$ cat src/rtl/tx_frame_scheduler_pkg.sv
// Shared definitions for the transmit frame scheduler: FSM state encoding,
// line levels and sizing helpers.
package tx_frame_scheduler_pkg;

  typedef enum logic [2:0] {
    ST_IDLE   = 3'd0,
    ST_START  = 3'd1,
    ST_DATA   = 3'd2,
    ST_PARITY = 3'd3,
    ST_STOP   = 3'd4
  } tx_state_e;

  localparam logic START_BIT  = 1'b0;
  localparam logic STOP_BIT   = 1'b1;
  localparam logic IDLE_LEVEL = 1'b1;

  // Line bits per frame: start + payload + parity + stop.
  function automatic int unsigned frame_bits(input int unsigned dw);
    return dw + 3;
  endfunction

  // Width of a requester index; never narrower than one bit.
  function automatic int unsigned gnt_width(input int unsigned n);
    return (n > 1) ? $clog2(n) : 1;
  endfunction

endpackage

$ cat src/rtl/tx_frame_scheduler_rr_arbiter.sv
// Combinational round-robin arbiter: grants the first requester at or after
// the pointer, wrapping cyclically.
module tx_frame_scheduler_rr_arbiter
  import tx_frame_scheduler_pkg::*;
#(
  parameter int unsigned NUM_REQ = 4,
  parameter int unsigned GNT_W   = gnt_width(NUM_REQ)
) (
  input  logic [NUM_REQ-1:0] i_req,
  input  logic [GNT_W-1:0]   i_ptr,
  output logic [NUM_REQ-1:0] o_gnt,
  output logic [GNT_W-1:0]   o_gnt_idx,
  output logic               o_any
);

  // Rotated priority search starting at the pointer.
  always_comb begin
    int unsigned w_idx;
    o_gnt     = '0;
    o_gnt_idx = '0;
    o_any     = 1'b0;
    w_idx     = 0;
    for (int unsigned off = 0; off < NUM_REQ; off++) begin
      w_idx = (32'(i_ptr) + off) % NUM_REQ;
      if (!o_any && i_req[w_idx]) begin
        o_any        = 1'b1;
        o_gnt[w_idx] = 1'b1;
        o_gnt_idx    = GNT_W'(w_idx);
      end
    end
  end

endmodule

$ cat src/rtl/tx_frame_scheduler.sv
// Transmit frame scheduler: arbitrates NUM_REQ byte requesters onto one
// serial line, framing each byte as start, LSB-first data, odd parity, stop.
// Optional macro TX_SCHED_PRIO0_EN gives requester 0 strict priority.
module tx_frame_scheduler
  import tx_frame_scheduler_pkg::*;
#(
  parameter int unsigned NUM_REQ      = 4,
  parameter int unsigned DATA_WIDTH   = 8,
  parameter int unsigned CLKS_PER_BIT = 1,
  localparam int unsigned GNT_W       = gnt_width(NUM_REQ)
) (
  input  logic                          clk,
  input  logic                          arst,
  input  logic [NUM_REQ-1:0]            req_valid,
  input  logic [NUM_REQ*DATA_WIDTH-1:0] req_data,
  output logic [NUM_REQ-1:0]            req_ready,
  output logic                          tx,
  output logic                          busy,
  output logic [GNT_W-1:0]              grant_id,
  output logic                          frame_done
);

  localparam int unsigned CC_W = $clog2(CLKS_PER_BIT) + 1;
  localparam int unsigned BC_W = $clog2(DATA_WIDTH) + 1;

  logic [1:0]            r_rst_sync;
  logic                  w_rst_n;
  tx_state_e             r_state, w_state_next;
  logic [CC_W-1:0]       r_cc, w_cc_next;
  logic [BC_W-1:0]       r_bc, w_bc_next;
  logic [DATA_WIDTH-1:0] r_shift, w_shift_next, w_sel_data;
  logic                  r_par, r_tx, w_tx_next;
  logic [GNT_W-1:0]      r_rr_ptr, r_grant_id, w_ptr_next;
  logic [NUM_REQ-1:0]    w_arb_req, w_arb_gnt, w_sel_onehot;
  logic [GNT_W-1:0]      w_arb_idx, w_sel_idx;
  logic                  w_arb_any, w_sel_any, w_upd_ptr, w_accept, w_cc_last;

  // Reset asserts immediately and releases on the second clock edge.
  always_ff @(posedge clk or negedge arst) begin
    if (!arst) r_rst_sync <= '0;
    else       r_rst_sync <= {r_rst_sync[0], 1'b1};
  end
  assign w_rst_n = r_rst_sync[1];

`ifdef TX_SCHED_PRIO0_EN
  // Requester 0 bypasses the arbiter; the others rotate without it.
  assign w_arb_req    = {req_valid[NUM_REQ-1:1], 1'b0};
  assign w_sel_any    = req_valid[0] | w_arb_any;
  assign w_sel_onehot = req_valid[0] ? NUM_REQ'(1) : w_arb_gnt;
  assign w_sel_idx    = req_valid[0] ? '0 : w_arb_idx;
  assign w_upd_ptr    = !req_valid[0];
`else
  assign w_arb_req    = req_valid;
  assign w_sel_any    = w_arb_any;
  assign w_sel_onehot = w_arb_gnt;
  assign w_sel_idx    = w_arb_idx;
  assign w_upd_ptr    = 1'b1;
`endif

  tx_frame_scheduler_rr_arbiter #(
    .NUM_REQ (NUM_REQ),
    .GNT_W   (GNT_W)
  ) u_rr_arbiter (
    .i_req     (w_arb_req),
    .i_ptr     (r_rr_ptr),
    .o_gnt     (w_arb_gnt),
    .o_gnt_idx (w_arb_idx),
    .o_any     (w_arb_any)
  );

  assign w_sel_data = req_data[w_sel_idx*DATA_WIDTH +: DATA_WIDTH];
  assign w_ptr_next = (w_sel_idx == GNT_W'(NUM_REQ-1)) ? '0 : w_sel_idx + 1'b1;
  assign w_accept   = (r_state == ST_IDLE) && w_sel_any && w_rst_n;
  assign w_cc_last  = (r_cc == CC_W'(CLKS_PER_BIT-1));

  // Next-state, counter and shift-register logic; tx is precomputed from
  // the next state so the registered line lines up with the state.
  always_comb begin
    w_state_next = r_state;
    w_cc_next    = r_cc;
    w_bc_next    = r_bc;
    w_shift_next = r_shift;
    case (r_state)
      ST_IDLE: begin
        if (w_accept) begin
          w_state_next = ST_START;
          w_shift_next = w_sel_data;
          w_cc_next    = '0;
          w_bc_next    = '0;
        end
      end
      ST_START, ST_PARITY, ST_STOP: begin
        if (w_cc_last) begin
          w_cc_next    = '0;
          w_bc_next    = '0;
          w_state_next = (r_state == ST_START)  ? ST_DATA :
                         (r_state == ST_PARITY) ? ST_STOP : ST_IDLE;
        end else begin
          w_cc_next = r_cc + 1'b1;
        end
      end
      ST_DATA: begin
        if (w_cc_last) begin
          w_cc_next = '0;
          if (r_bc == BC_W'(DATA_WIDTH-1)) begin
            w_bc_next    = '0;
            w_state_next = ST_PARITY;
          end else begin
            w_bc_next    = r_bc + 1'b1;
            w_shift_next = r_shift >> 1;
          end
        end else begin
          w_cc_next = r_cc + 1'b1;
        end
      end
      default: w_state_next = ST_IDLE;
    endcase
    case (w_state_next)
      ST_START:  w_tx_next = START_BIT;
      ST_DATA:   w_tx_next = w_shift_next[0];
      ST_PARITY: w_tx_next = r_par;
      ST_STOP:   w_tx_next = STOP_BIT;
      default:   w_tx_next = IDLE_LEVEL;
    endcase
  end

  // Framer state and captured-byte registers.
  always_ff @(posedge clk or negedge w_rst_n) begin
    if (!w_rst_n) begin
      r_state    <= ST_IDLE;
      r_cc       <= '0;
      r_bc       <= '0;
      r_shift    <= '0;
      r_par      <= 1'b0;
      r_tx       <= IDLE_LEVEL;
      r_rr_ptr   <= '0;
      r_grant_id <= '0;
    end else begin
      r_state <= w_state_next;
      r_cc    <= w_cc_next;
      r_bc    <= w_bc_next;
      r_shift <= w_shift_next;
      r_tx    <= w_tx_next;
      if (w_accept) begin
        r_par      <= ~^w_sel_data;
        r_grant_id <= w_sel_idx;
        if (w_upd_ptr) r_rr_ptr <= w_ptr_next;
      end
    end
  end

  assign req_ready  = w_accept ? w_sel_onehot : '0;
  assign tx         = r_tx;
  assign busy       = (r_state != ST_IDLE);
  assign grant_id   = r_grant_id;
  assign frame_done = (r_state == ST_STOP) && w_cc_last;

endmodule

$ cat config.mk
export PLATFORM = sky130hd
export DESIGN_NAME = tx_frame_scheduler
export DESIGN_NICKNAME = d
export VERILOG_FILES = /design/src/rtl/tx_frame_scheduler_pkg.sv /design/src/rtl/tx_frame_scheduler_rr_arbiter.sv /design/src/rtl/tx_frame_scheduler.sv
export SDC_FILE = /design/constraint.sdc
export NUM_CORES = 1
export LEC_CHECK = 0
export CAP_MARGIN = 20
export CELL_PAD_IN_SITES_DETAIL_PLACEMENT = 1
export CELL_PAD_IN_SITES_GLOBAL_PLACEMENT = 1
export CORE_ASPECT_RATIO = 1.75
export CORE_UTILIZATION = 38
export DETAILED_ROUTE_END_ITERATION = 12
export PLACE_DENSITY = 0.92
export SYNTH_ARGS = -nofsm -noshare
export SYNTH_HDL_FRONTEND = slang
export SYNTH_SLANG_ARGS = --single-unit
$ cat constraint.sdc
create_clock -name clk -period 4 [get_ports clk]
set_input_delay 0.8 -clock clk [delete_from_list [all_inputs] [get_ports clk]]
set_output_delay 0.8 -clock clk [all_outputs]
set_load 0.01 [all_outputs]
==> flow_metrics.env, run 1 <==
export IMPL_drtAntennaViolNets=0
export IMPL_finalCritPeriodShare=0.963
export IMPL_clockBufferDepth=2
export IMPL_postLayoutCellArea_sq_mm=0.00254
export IMPL_yosys_warnings=0
export IMPL_drt_wirelength_per_cell_microns=18.5
export IMPL_grt_max_degree=22
export IMPL_required_ps=3200
export IMPL_vias=1925
export IMPL_fin_nets=307
export IMPL_relSlewSlack=0.634
export IMPL_synth_area_sq_mm=0.00193
export IMPL_status="completed"
export IMPL_tightest_slew_ps=548
export IMPL_cts_buffers=3
export IMPL_cp_end_kind="output pin"
export IMPL_antenna_found_initial=0
export IMPL_antenna_cells=0
export IMPL_synth_seq_cells=23
export IMPL_synth_edf_count=0
export IMPL_fp_dieW_microns=55.9
export IMPL_h_tree_depth=1
export IMPL_start_util=0.391
export IMPL_area_delta_synth_final_pct=31.8
export IMPL_drive_gt1_frac=0.178
export IMPL_finalSetupTns_ps=0
export IMPL_power_density_mw_per_mm2=819
export IMPL_rr_worst_depth=11
export IMPL_cts_root_buffer="clkbuf_8"
export IMPL_pre_cts_slack_ps=99.0
export IMPL_ioPinCount=47
export IMPL_hold_violations=0
export IMPL_rows=34
export IMPL_max_clock_freq_mhz=260
export IMPL_r2r_end="r_par"
export IMPL_synthArstFlopShare=1.00
export IMPL_globalRoute_totalOverflow=0
export IMPL_synthCells=205
export IMPL_placed_area_sq_mm=0.00250
export IMPL_setup_worst_path_start_class="flip-flop"
export IMPL_cts_hold_buf=0
export IMPL_layout_cells_non_filler=312
export IMPL_core_area_sq_mm=0.00493
export IMPL_port_buffers=46
export IMPL_synthDistinctLibCells=62
export IMPL_final_setup_skew_ps=5.41
export IMPL_maxCapViolCount=0
export IMPL_setup_slack_ps=149
export IMPL_cts_tree="built"
export IMPL_die_h_microns=96.3
export IMPL_timing_rr_start="r_rr_ptr[1]"
export IMPL_cts_sinks=23
export IMPL_rsz0062_at_grt="false"
export IMPL_grt_pass1_wl_mm=9.53
export IMPL_insertion_delay_ps=270
export IMPL_r2r_slack_ps=390
export IMPL_grt_usage=0.228
export IMPL_wl_mm=5.76
export IMPL_dpl_cell_count=308
export IMPL_hold_path_class="flip-flop to asynchronous set/reset pin"
export IMPL_hpwl_mm=4.56
export IMPL_p_leak_nw=1.05
export IMPL_worstSetupPathType="flip-flop to output pin"
export IMPL_path_clk_slew_ps=80
export IMPL_ys_flop_type="dfrtp_1"
export IMPL_avgSynthCellArea_sq_um=9.42
export IMPL_synth_nets=253
export IMPL_dieArea_sq_mm=0.00538
export IMPL_drv_slew=0
export IMPL_firstDrtPassIters=4
export IMPL_setup_viol=0
export IMPL_seq_area_frac_synth=0.299
export IMPL_vdd_drop_max_mv=0.461
export IMPL_routabilityCongestion=0.870
export IMPL_first_global_vias=2039
export IMPL_period_minus_slack_ps=3850
export IMPL_via_per_inst=6.17
export IMPL_utilization=0.516
export IMPL_worst_path_max_fanout=9
export IMPL_arrival_ps=3050
export IMPL_drtIter0Drc=87
export IMPL_drc=0
==> layout make-up <==
type,count,area [sq um]
well taps,54,67.6
fillers,583,2390
multi-input cells,168,1250
flip-flops and latches,23,578
clock inverters,1,5.00
clock buffers,3,41.3
repair buffers,59,558
inverters,4,41.3
==> cell usage after synthesis, types with 2 or more instances <==
master,instances,area (sq um)
a211o_1,3,26.3
a211oi_1,5,37.5
a211oi_2,2,25.0
a21oi_1,6,30.0
a221o_1,5,50.1
a221oi_1,4,35.0
a22oi_1,5,37.5
a22oi_2,4,50.1
and3_1,3,18.8
buf_2,2,10.0
buf_4,3,22.5
clkbuf_1,3,11.3
dfrtp_1,22,551
ha_1,10,125
mux2_2,2,22.5
mux2_4,2,30.0
mux2i_1,2,20.0
nand2_1,14,52.6
nand2b_1,3,18.8
nand3_1,4,20.0
nor2_1,21,78.8
nor2b_1,2,12.5
nor3_1,7,35.0
nor3b_1,3,22.5
o211a_1,4,40.0
o211ai_1,3,22.5
o21a_1,3,22.5
o21ai_0,10,50.1
o22a_1,4,35.0
o22a_2,4,40.0
o22ai_1,7,43.8
or2_2,2,12.5
xnor2_1,2,17.5
==> cell usage in the layout (no fill, tap or decap), types with 6 or more instances in the layout <==
master | synthesis | final
ha_1 | 10 | 10
dfrtp_1 | 22 | 21
nor2_1 | 21 | 21
nand2_1 | 14 | 14
nor3_1 | 7 | 7
buf_4 | 3 | 13
o22ai_1 | 7 | 7
clkdlybuf4s50_1 | 0 | 46
a21oi_1 | 6 | 6
o21ai_0 | 10 | 10
==> critical path, stage by stage (launching register included) <==
cell and delay (ps):
dfrtp_2 480, bufinv_16 220, ha_1 310, mux4_2 520, a211oi_1 230, buf_4 170, a22oi_1 60, nor2_1 110
a221oi_1 60, nor2_1 90, clkdlybuf4s50_1 530
==> metal layers <==
layer  global-route usage  wire length (microns)  share of wire
met5                    0                      0              0
met1                0.221                   2070           0.36
met2                0.483                   3460           0.60
met3               0.0188                     71          0.012
met4               0.0874                    165          0.029
==> power by group <==
| group | internal [mW] | switching (mW) | total, mW |
|---|---|---|---|
| Clock | 0.0695 | 0.0734 | 0.143 |
| Combinational | 0.710 | 0.807 | 1.52 |
| Sequential | 0.332 | 0.0943 | 0.426 |
==> through the flow <==
step / hold slack (ps) / total power [mW]
floorplan: 275 / 1.53
global placement: 305 / 1.87
detailed placement: 307 / 1.93
CTS: 311 / 2.09
global route: 319 / 2.25
finish: 292 / 2.09
==> worst max-delay path by stage <==
stage	start	end	slack (ps)	cells past startpoint
3_5_place_dp	req_valid[0]	r_par	100	10
5_1_grt	r_rr_ptr[1]	req_ready[3]	10	10
6_report	r_rr_ptr[1]	req_ready[3]	150	10
2_1_floorplan	r_rr_ptr[0]	r_par	530	13
3_3_place_gp	req_valid[2]	r_par	180	10
4_1_cts	r_rr_ptr[1]	req_ready[3]	60	10
==> repair_timing <==
action	4_1_cts	5_1_grt
hold endpoints to repair	0	0
setup endpoints to repair	0	4
gates resized for setup	0	1
setup buffers	0	0
==> state kept, by name (all words and copies together), names as in the netlist <==
| register | flops |
|---|---|
| r_state | 3 |
| r_bc | 4 |
| r_rst_sync | 2 |
| r_rr_ptr | 2 |
| r_par | 1 |
| tx | 1 |
| grant_id | 2 |
| r_shift | 8 |
==> kinds of logic after synthesis <==
logic type               count (synthesis)  share of synthesized area
adder cells (fa/ha/maj)                 10                     0.0648
multiplexers                             7                     0.0493
XOR/XNOR                                 2                    0.00907
other                                    1                    0.00194
AND/OR/NAND/NOR                         65                      0.165
flip-flops                              23                      0.299
AO/OA/AOI/OAI                           83                      0.360
buffers and inverters                   14                     0.0518
Power figures use the tool's default switching activity.
==> run 2: changes to the inputs <==
CTS_BUF_LIST = sky130_fd_sc_hd__clkbuf_16   (was not set)
==> run 2 against run 1 <==
- via count increased by 0.78%
- critical path depth unchanged
- wire length increased by 0.45%
- clock skew fell by 1.6 ps
- clock power is 51% higher
- largest power group unchanged
- largest cell class unchanged
- cell area up 1.3%
- non-clock buffer count is the same
==> flow_metrics.env, run 2 (synthesis results as in run 1) <==
export IMPL_worstSetupPathType="flip-flop to output pin"
export IMPL_grt_pass1_wl_mm=9.52
export IMPL_firstDrtPassIters=4
export IMPL_tightest_slew_ps=541
export IMPL_die_h_microns=96.3
export IMPL_clockBufferDepth=2
export IMPL_nFillCells=573
export IMPL_grt_usage=0.229
export IMPL_insertion_delay_ps=260
export IMPL_layout_commonest_cell="clkdlybuf4s50_1"
export IMPL_p_sw_mw=0.989
export IMPL_crit_family="buffers and inverters"
export IMPL_drtIter0Drc=89
export IMPL_arrival_ps=3060
export IMPL_antenna_cells=0
export IMPL_wl_mm=5.79
export IMPL_p_total_mw=2.17
export IMPL_cp_slowest_stage_delay_ps=530
export IMPL_first_global_vias=2058
export IMPL_finalCritPeriodShare=0.964
export IMPL_period_minus_slack_ps=3860
export IMPL_required_ps=3200
export IMPL_final_setup_skew_ps=3.77
export IMPL_hold_violations=0
export IMPL_worst_path_max_fanout=9
export IMPL_rsz0062_at_grt="false"
export IMPL_relSlewSlack=0.638
export IMPL_hpwl_mm=4.56
export IMPL_critPathSlowestCell="clkdlybuf4s50_1"
export IMPL_finalSetupTns_ps=0
export IMPL_clockPowerShare=0.100
export IMPL_p_int_mw=1.18
export IMPL_crit_cells=10
export IMPL_drc=0
export IMPL_cts_hold_buf=0
export IMPL_routabilityCongestion=0.870
export IMPL_cts_buffers=3
export IMPL_rows=34
export IMPL_path_cells="bufinv_16 > ha_1 > mux4_2 > a211oi_1 > buf_4 > a22oi_1 > nor2_1 > a221oi_1 > nor2_1 > clkdlybuf4s50_1"
export IMPL_largest_reg_flops=8
export IMPL_vias=1940
export IMPL_setup_worst_path_start_class="flip-flop"
export IMPL_drv_slew=0
export IMPL_setup_viol=0
export IMPL_drtAntennaViolNets=0
export IMPL_drive_gt1_frac=0.178
export IMPL_rr_worst_depth=11
export IMPL_grt_max_degree=22
export IMPL_power_density_mw_per_mm2=840
export IMPL_area_delta_synth_final_pct=33.6
export IMPL_path_clk_slew_ps=60
export IMPL_dieArea_sq_mm=0.00538
export IMPL_cp_end_kind="output pin"
export IMPL_cts_root_buffer="clkbuf_16"
export IMPL_drt_wirelength_per_cell_microns=18.6
export IMPL_antenna_found_initial=0
export IMPL_comb_power_share=0.704
export IMPL_status="completed"
export IMPL_ioPinCount=47
export IMPL_start_util=0.391
export IMPL_cts_tree="built"
export IMPL_path_buf_inv=3
export IMPL_swShare=0.457
export IMPL_via_per_inst=6.22
export IMPL_core_area_sq_mm=0.00493
export IMPL_port_buffers=46
export IMPL_max_clock_freq_mhz=259
export IMPL_cts_sinks=23
export IMPL_vdd_drop_max_mv=0.464
export IMPL_p_leak_nw=1.07
export IMPL_top_register="r_shift"
export IMPL_final_cell_mix="46 x clkdlybuf4s50_1, 21 x nor2_1, 21 x dfrtp_1"
export IMPL_path_common_cell="nor2_1"
export IMPL_p_seq_frac=0.197
export IMPL_fin_nets=307
export IMPL_top_regs="r_shift: 8 flops, r_bc: 4 flops, r_state: 3 flops"
export IMPL_globalRoute_totalOverflow=0
export IMPL_fp_dieW_microns=55.9
export IMPL_maxCapViolCount=0
export IMPL_hold_path_class="flip-flop to asynchronous set/reset pin"
export IMPL_h_tree_depth=1
-- run 2: cell counts in the layout (fill, tap and decap cells not counted) --
Identical to the previous run, type by type.
-- run 2: layer usage --
layer / share of wire / global-route usage / vias up / routed length, microns
met5: 0 / 0 / - / 0
met4: 0.030 / 0.112 / 0 / 173
met3: 0.013 / 0.0148 / 16 / 78
met2: 0.60 / 0.478 / 37 / 3460
met1: 0.36 / 0.221 / 983 / 2080
li1: - / - / 904 / -
-- run 2: worst paths after layout --
path                          startpoint            end  slack (ps)
min in group clk           r_rst_sync[0]  r_rst_sync[1]         350
hold reg to reg            r_rst_sync[1]        r_bc[0]         280
hold / removal             r_rst_sync[1]        r_bc[0]         280
max in group asynchronous           arst  r_rst_sync[1]        3180
setup / recovery             r_rr_ptr[1]   req_ready[3]         140
setup reg to reg             r_rr_ptr[1]          r_par         370
-- run 2: through the flow --
stage	area (sq um)	hold slack, ps	utilization	worst slack, ps	instances
CTS	2580	306	0.522	72.6	312
detailed placement	2500	307	0.506	99.0	308
global placement	2500	305	0.506	178	308
global route	2580	318	0.523	30.9	312
floorplan	1930	275	-	526	205
finish	2580	284	0.523	145	312
-- run 2: layout make-up --
type                       count  area (sq um)  share of cell area
inverter                       4          41.3              0.0160
clock inverter                 1          5.00             0.00194
multi-input combinational    168          1250               0.486
timing repair buffer          59           558               0.216
tap                           54          67.6              0.0262
clock buffer                   3          75.1              0.0291
sequential                    23           578               0.224
-- run 2: repair_timing --
action | 4_1_cts | 5_1_grt
setup endpoints to repair | 0 | 4
setup buffers | 0 | 0
gates resized for setup | 0 | 1
-- run 2: power groups by stage --
stage | registers, mW | logic, mW | clock network (mW)
final | 0.426 | 1.52 | 0.216
after global routing | 0.438 | 1.67 | 0.232
after CTS | 0.424 | 1.52 | 0.221
after detailed placement | 0.426 | 1.51 | 0
after global placement | 0.422 | 1.45 | 0
after floorplan | 0.402 | 1.12 | 0
-- run 2: worst register-to-register path, delay by kind of cell (launching register included) --
| family | cells | cell delay (ps) |
|---|---|---|
| AO/OA/AOI/OAI | 7 | 1800 |
| flip-flops | 1 | 480 |
| multiplexers | 1 | 520 |
| buffers and inverters | 2 | 410 |
| adder cells (fa/ha/maj) | 1 | 310 |
